## src/rtl/cc_line_fill_unit.sv

```systemverilog
// -----------------------------------------------------------------------------
// cc_line_fill_unit
//
// Purpose:
//   Collects the R-channel beats of a wrapping, critical-word-first cache line
//   refill. The beats are placed in their line slots using the miss address
//   at the head of the miss-address FIFO. One SRAM line write (tag + data) is
//   issued per burst. The unit also forwards the critical word early,
//   invalidates lines that return with error responses, and flags burst-length
//   protocol violations.
//
// Ports:
//   clk, rst                 clock, asynchronous active-high reset
//   mem_rdata_i              R beat data (BEAT_W)
//   mem_rresp_i              R beat response; bit 1 marks SLVERR/DECERR
//   mem_rlast_i              R last-beat marker
//   mem_rvalid_i             R valid
//   mem_rready_i             R ready (driven elsewhere; observed only)
//   miss_addr_fifo_empty_i   miss FIFO empty
//   miss_addr_fifo_rdata_i   show-ahead head of the miss FIFO
//   miss_addr_fifo_rden_o    pop the miss FIFO (combinational, final beat)
//   wren_o                   SRAM line write enable (1-cycle pulse)
//   waddr_o                  SRAM index
//   wdata_tag_o              {valid, tag}
//   wdata_data_o             full line data
//   crit_valid_o             1-cycle pulse: critical word available
//   crit_data_o              critical word (held until next critical beat)
//   fill_err_o               pulses with wren_o when the line is invalidated
//   proto_err_o              sticky protocol-error flag
// -----------------------------------------------------------------------------
module cc_line_fill_unit #(
   parameter int ADDR_W     = 32,
   parameter int BEAT_W     = 64,
   parameter int LINE_BYTES = 64,
   parameter int IDX_W      = 9
) (
   input  logic                                   clk,
   input  logic                                   rst,
   input  logic [BEAT_W-1:0]                      mem_rdata_i,
   input  logic [1:0]                             mem_rresp_i,
   input  logic                                   mem_rlast_i,
   input  logic                                   mem_rvalid_i,
   input  logic                                   mem_rready_i,
   input  logic                                   miss_addr_fifo_empty_i,
   input  logic [ADDR_W-1:0]                      miss_addr_fifo_rdata_i,
   output logic                                   miss_addr_fifo_rden_o,
   output logic                                   wren_o,
   output logic [IDX_W-1:0]                       waddr_o,
   output logic [ADDR_W-IDX_W-$clog2(LINE_BYTES):0] wdata_tag_o,
   output logic [LINE_BYTES*8-1:0]                wdata_data_o,
   output logic                                   crit_valid_o,
   output logic [BEAT_W-1:0]                      crit_data_o,
   output logic                                   fill_err_o,
   output logic                                   proto_err_o
);

   localparam int WOFF   = $clog2(BEAT_W / 8);
   localparam int OFF_W  = $clog2(LINE_BYTES);
   localparam int BEATS  = LINE_BYTES * 8 / BEAT_W;
   localparam int BI_W   = (BEATS > 1) ? $clog2(BEATS) : 1;
   localparam int TAG_W  = ADDR_W - IDX_W - OFF_W;
   localparam int LINE_W = LINE_BYTES * 8;
   localparam logic [BI_W-1:0] LAST_K = BI_W'(BEATS - 1);

   // Burst-tracking state
   logic [BI_W-1:0]   beat_cnt;
   logic              err_acc;
   logic [LINE_W-1:0] line_buf;

   // Registered outputs (one cycle after the accepting beat)
   logic              wr_vld_p1;
   logic [IDX_W-1:0]  waddr_p1;
   logic [TAG_W:0]    wtag_p1;
   logic [LINE_W-1:0] wdata_p1;
   logic              crit_vld_p1;
   logic [BEAT_W-1:0] crit_data_p1;
   logic              fill_err_p1;
   logic              proto_err;

   // Head-address fields
   logic [BI_W-1:0]   base;
   logic [IDX_W-1:0]  idx;
   logic [TAG_W-1:0]  tag;
   logic [BI_W-1:0]   slot;

   // Per-cycle beat qualification
   logic              hs;
   logic              accept;
   logic              is_final;
   logic              early_last;
   logic              late_last;
   logic              take;
   logic              done;
   logic              first;
   logic              err_next;
   logic [LINE_W-1:0] line_next;

   // Address LSBs below the beat offset and rresp[0] carry no information here.
   logic              unused_bits;
   assign unused_bits = ^{miss_addr_fifo_rdata_i, mem_rresp_i[0]};

   // A single-beat line has no slot offset field in the address.
   generate
      if (BEATS > 1) begin : g_base
         assign base = miss_addr_fifo_rdata_i[OFF_W-1:WOFF];
      end else begin : g_base_single
         assign base = '0;
      end
   endgenerate

   assign idx  = miss_addr_fifo_rdata_i[OFF_W+IDX_W-1:OFF_W];
   assign tag  = miss_addr_fifo_rdata_i[ADDR_W-1:OFF_W+IDX_W];
   // Natural BI_W-bit overflow gives the wrap-around slot order.
   assign slot = base + beat_cnt;

   // ---- stage p0: beat qualification and line merge ----
   always_comb begin
      hs         = mem_rvalid_i & mem_rready_i;
      accept     = hs & ~miss_addr_fifo_empty_i;
      is_final   = (beat_cnt == LAST_K);
      first      = (beat_cnt == '0);
      early_last = accept & mem_rlast_i & ~is_final;
      late_last  = accept & ~mem_rlast_i & is_final;
      take       = accept & ~early_last;
      done       = take & is_final;
      err_next   = err_acc | mem_rresp_i[1];
      line_next  = line_buf;
      line_next[int'(slot)*BEAT_W +: BEAT_W] = mem_rdata_i;
   end

   // The pop goes out in the final-beat cycle so the next burst sees the new head.
   assign miss_addr_fifo_rden_o = done;

   // ---- stage p1: registered write / critical-word / error outputs ----
   always_ff @(posedge clk or posedge rst) begin
      if (rst) begin
         beat_cnt     <= '0;
         err_acc      <= 1'b0;
         line_buf     <= '0;
         wr_vld_p1    <= 1'b0;
         waddr_p1     <= '0;
         wtag_p1      <= '0;
         wdata_p1     <= '0;
         crit_vld_p1  <= 1'b0;
         crit_data_p1 <= '0;
         fill_err_p1  <= 1'b0;
         proto_err    <= 1'b0;
      end else begin
         wr_vld_p1   <= done;
         fill_err_p1 <= done & err_next;
         crit_vld_p1 <= take & first;

         if (take && first) begin
            crit_data_p1 <= mem_rdata_i;
         end

         // Beat on an empty FIFO, short burst, or missing rlast on the final beat.
         if ((hs && miss_addr_fifo_empty_i) || early_last || late_last) begin
            proto_err <= 1'b1;
         end

         if (early_last) begin
            beat_cnt <= '0;
            err_acc  <= 1'b0;
         end else if (done) begin
            beat_cnt <= '0;
            err_acc  <= 1'b0;
            line_buf <= line_next;
            waddr_p1 <= idx;
            wtag_p1  <= {~err_next, tag};
            wdata_p1 <= line_next;
         end else if (take) begin
            beat_cnt <= beat_cnt + 1'b1;
            err_acc  <= err_next;
            line_buf <= line_next;
         end
      end
   end

   assign wren_o       = wr_vld_p1;
   assign waddr_o      = waddr_p1;
   assign wdata_tag_o  = wtag_p1;
   assign wdata_data_o = wdata_p1;
   assign crit_valid_o = crit_vld_p1;
   assign crit_data_o  = crit_data_p1;
   assign fill_err_o   = fill_err_p1;
   assign proto_err_o  = proto_err;

endmodule
```

## config.mk

```make
export PLATFORM = sky130hd
export DESIGN_NAME = cc_line_fill_unit
export DESIGN_NICKNAME = d
export VERILOG_FILES = /design/src/rtl/cc_line_fill_unit.sv
export SDC_FILE = /design/constraint.sdc
export NUM_CORES = 2
export LEC_CHECK = 0
export CORE_MARGIN = 1
export CORE_UTILIZATION = 54
export DETAILED_ROUTE_END_ITERATION = 8
export GPL_ROUTABILITY_DRIVEN = 0
export PLACE_DENSITY = 0.8
export SLEW_MARGIN = 20
export SYNTH_ARGS = -nofsm -noshare
export SYNTH_HDL_FRONTEND = slang
export SYNTH_SLANG_ARGS = --single-unit
```

## constraint.sdc

```tcl
create_clock -name clk -period 56.6 [get_ports clk]
set_input_delay 11.32 -clock clk [delete_from_list [all_inputs] [get_ports clk]]
set_output_delay 11.32 -clock clk [all_outputs]
set_load 0.005 [all_outputs]
```

==> impl_metrics.ini <==
[power_and_ir_drop]
internal-power_mw = 1.583
leakagePower_nw = 27.17
switching_share_pct = 28.72
switchingPower_mw = 0.6378
pwr-share-comb_pct = 20.6
power_frac_clock_pct = 33.5
powerDensity_nw_per_um2 = 38.13
sequentialPowerShare_pct = 45.9
ir_drop_uv = 28.97

[floorplan]
dieArea_um2 = 88420
die_w_um = 297.4
initial_core_util_pct = 54.89
core_area_um2 = 85820
chipHeight_um = 297.4
rows = 107
io_pins = 712

[routing]
wl_um = 141100
post_drt_wl_per_cell_um = 23.36
vias = 34910
drt_pass1_iterations = 5
postRouteAntennaNets = 0
viasPerCell = 5.780
drt_iter0_markers = 2749
post-route-drc-count = 0

[synth]
synth-xor-area-share_pct = 0.07172
synth_warnings = 0
synth_top_area_share_pct = 59.66
synth_compound_area_share_pct = 9.841
syn_avg_cell_area_um2 = 10.98
async_flop_share_pct = 100.0
ys_types = 52
synth_edf_count = 0
synth-seq-cells = 1123
yosys-top-cells-area = dfrtp_1, mux2_2, mux2i_1
synthSimpleGateAreaFrac_pct = 11.24
synth_fp_nets = 4403
post_synth_inst_count = 4291
synth_top_family_by_area = multiplexers
yosys_most_used_dff = dfrtp_1
synth_fa_ha_area_share_pct = 0.2284
yosysSeqAreaShare_pct = 59.66
synthMuxAreaShare_pct = 15.24
netlist_area_um2 = 47110
synth.largest_area_cell = dfrtp_1

[worst_setup_path]
crit_type = in -> out
crit_family = buffers and inverters
cp_max_fo = 96
crit_slowest_cell = inv_8
crit_arrival_ps = 14320
worstPathCellList = clkdlybuf4s50_1 > and3b_1 > nand2_4 > inv_8 > clkdlybuf4s50_1
cp.required_ps = 45280
path_depth = 5
path_buf_inv = 3
cpPeakStageDelay_ps = 760
critPathLaunchType = input pin
cp_common_cell = clkdlybuf4s50_1
r2r_cells = 10
end_kind = output port

[grt]
grt_pass1_wl_um = 214200
antenna_found_initial = 1
grt_usage_pct = 31.79
grt_max_degree = 184
grt_pass1_vias = 34330
overflow = 0

[cells_and_area]
n_antenna_cell = 0
area_growth_pct = 23.63
nFillCells = 6255
drive_above_1_share_pct = 12.42
layout_commonest_cell = dfrtp_1
final_nets = 4914
final_cell_mix = dfrtp_1, clkdlybuf4s50_1, nand2_1, o21ai_0, nor2_1

[worst_hold_path]
holdCritPathClass = reg -> reg
holdPathStages = 2

[sta]
tightest_slew_ps = 1140
max_freq_mhz = 39.00
maxSlewHeadroom_pct = 23.97
min_period_ps = 25640
min_period_over_period_pct = 45.30
finalSetupViolations = 0
rsz0062_at_grt = false
holdWs_ps = 471.6
tns_ps = 0
fin_skew_ps = 23.55
hold_viol = 0
slew_violations = 0

[run_status]
status = finished, final reports clean

[cts]
clkSlewWorstSetupHoldPaths_ps = 60
root_buffer = clkbuf_16
cts.sinks = 1123
cts_resized = 0
post_cts_buffers = 0
cts_tree = built
hold_buffers = 0
ctsLongestPathBuffers = 3
clk_latency_ps = 670
h-tree-depth = 3
cts_inserted_buffers = 114

[flow_run]
drv_cap = 0

[place]
dpl.hpwl_um = 89720
io_buffers = 707
[metrics by stage]
step	std cells	instance area, um^2	power, mW	setup slack, ps	utilization, %
6_report	6041	58240	2.221	30960	67.87
3_3_place_gp	5830	54540	1.461	30990	63.55
2_1_floorplan	4291	47110	1.316	13660	-
4_1_cts	6041	58240	2.229	30960	67.86
3_5_place_dp	5830	54540	1.486	30960	63.55
5_1_grt	6041	58240	2.319	30790	67.87
[Yosys cell counts (2+ instances only)]
cell type,instances
nor2b_1,15
o21ai_0,444
buf_1,20
a22o_1,2
a21oi_1,247
mux2_4,40
mux2_2,306
nor2_1,441
nand3_1,3
nand2_1,699
inv_1,8
dfrtp_1,1123
clkbuf_1,192
a221oi_1,100
clkbuf_2,31
o21ai_1,6
ha_1,7
and2_1,52
nor3_1,2
mux2_1,39
buf_4,25
buf_6,12
or3b_2,2
buf_2,89
a31oi_1,27
mux2i_1,269
nand2b_1,65
[flip-flops by register name, indices dropped and copies added (netlist names)]
name	flops
err_acc	1
wdata_tag_o	18
beat_cnt	3
proto_err_o	1
waddr_o	9
line_buf	512
wdata_data_o	512
wren_o	1
crit_valid_o	1
fill_err_o	1
crit_data_o	64
[worst reg2reg max path: cells and delay by family (launching register included)]
kind	cells	cell delay [ps]
and+or+nand+nor	3	1960
DFF	1	420
adders and majority gates	4	1720
buffers and inverters	2	970
muxes	1	490
[power groups by stage]
stage	combinational, mW	clock [mW]	sequential (mW)
floorplan	0.294	0	1.02
global placement	0.439	0	1.02
detailed placement	0.454	0	1.03
CTS	0.459	0.752	1.02
global route	0.498	0.784	1.04
finish	0.457	0.744	1.02
[cells by family after synthesis]
logic type	after synthesis
simple gates	1293
fa+ha+maj	8
xor+xnor	2
buf+inv	378
mux	654
compound gates	833
flops	1123
[final timing paths]
kind | slack, ps | to | start
max in group asynchronous | 42100 | wdata_data_o[263] | rst
min reg2reg | 470 | waddr_o[1] | waddr_o[1]
min in group asynchronous | 11220 | wdata_data_o[102] | rst
max | 30960 | miss_addr_fifo_rden_o | mem_rready_i
min | 470 | waddr_o[1] | waddr_o[1]
max reg2reg | 50910 | line_buf[38] | beat_cnt[0]
[routing by layer]
layer | vias to the layer above | share of wire, % | wire, um | GRT usage (%)
met3 | 384 | 7.5 | 10540 | 7.296
met1 | 17530 | 38 | 53300 | 39.08
met2 | 1398 | 48 | 68010 | 51.76
met4 | 2 | 6.6 | 9269 | 18.21
met5 | - | 0.0085 | 12 | 0
li1 | 15610 | - | - | -
[area by class of cell]
cell class | instances | area [um^2] | share of cell area, %
clock buffers | 181 | 3416 | 5.865
clock inverters | 30 | 280.3 | 0.4812
inverters | 9 | 48.80 | 0.08379
multi-input cells | 2790 | 17400 | 29.88
flip-flops and latches | 1123 | 28100 | 48.25
well taps | 1144 | 1431 | 2.458
repair buffers | 764 | 7559 | 12.98
Power figures use the tool's default switching activity.
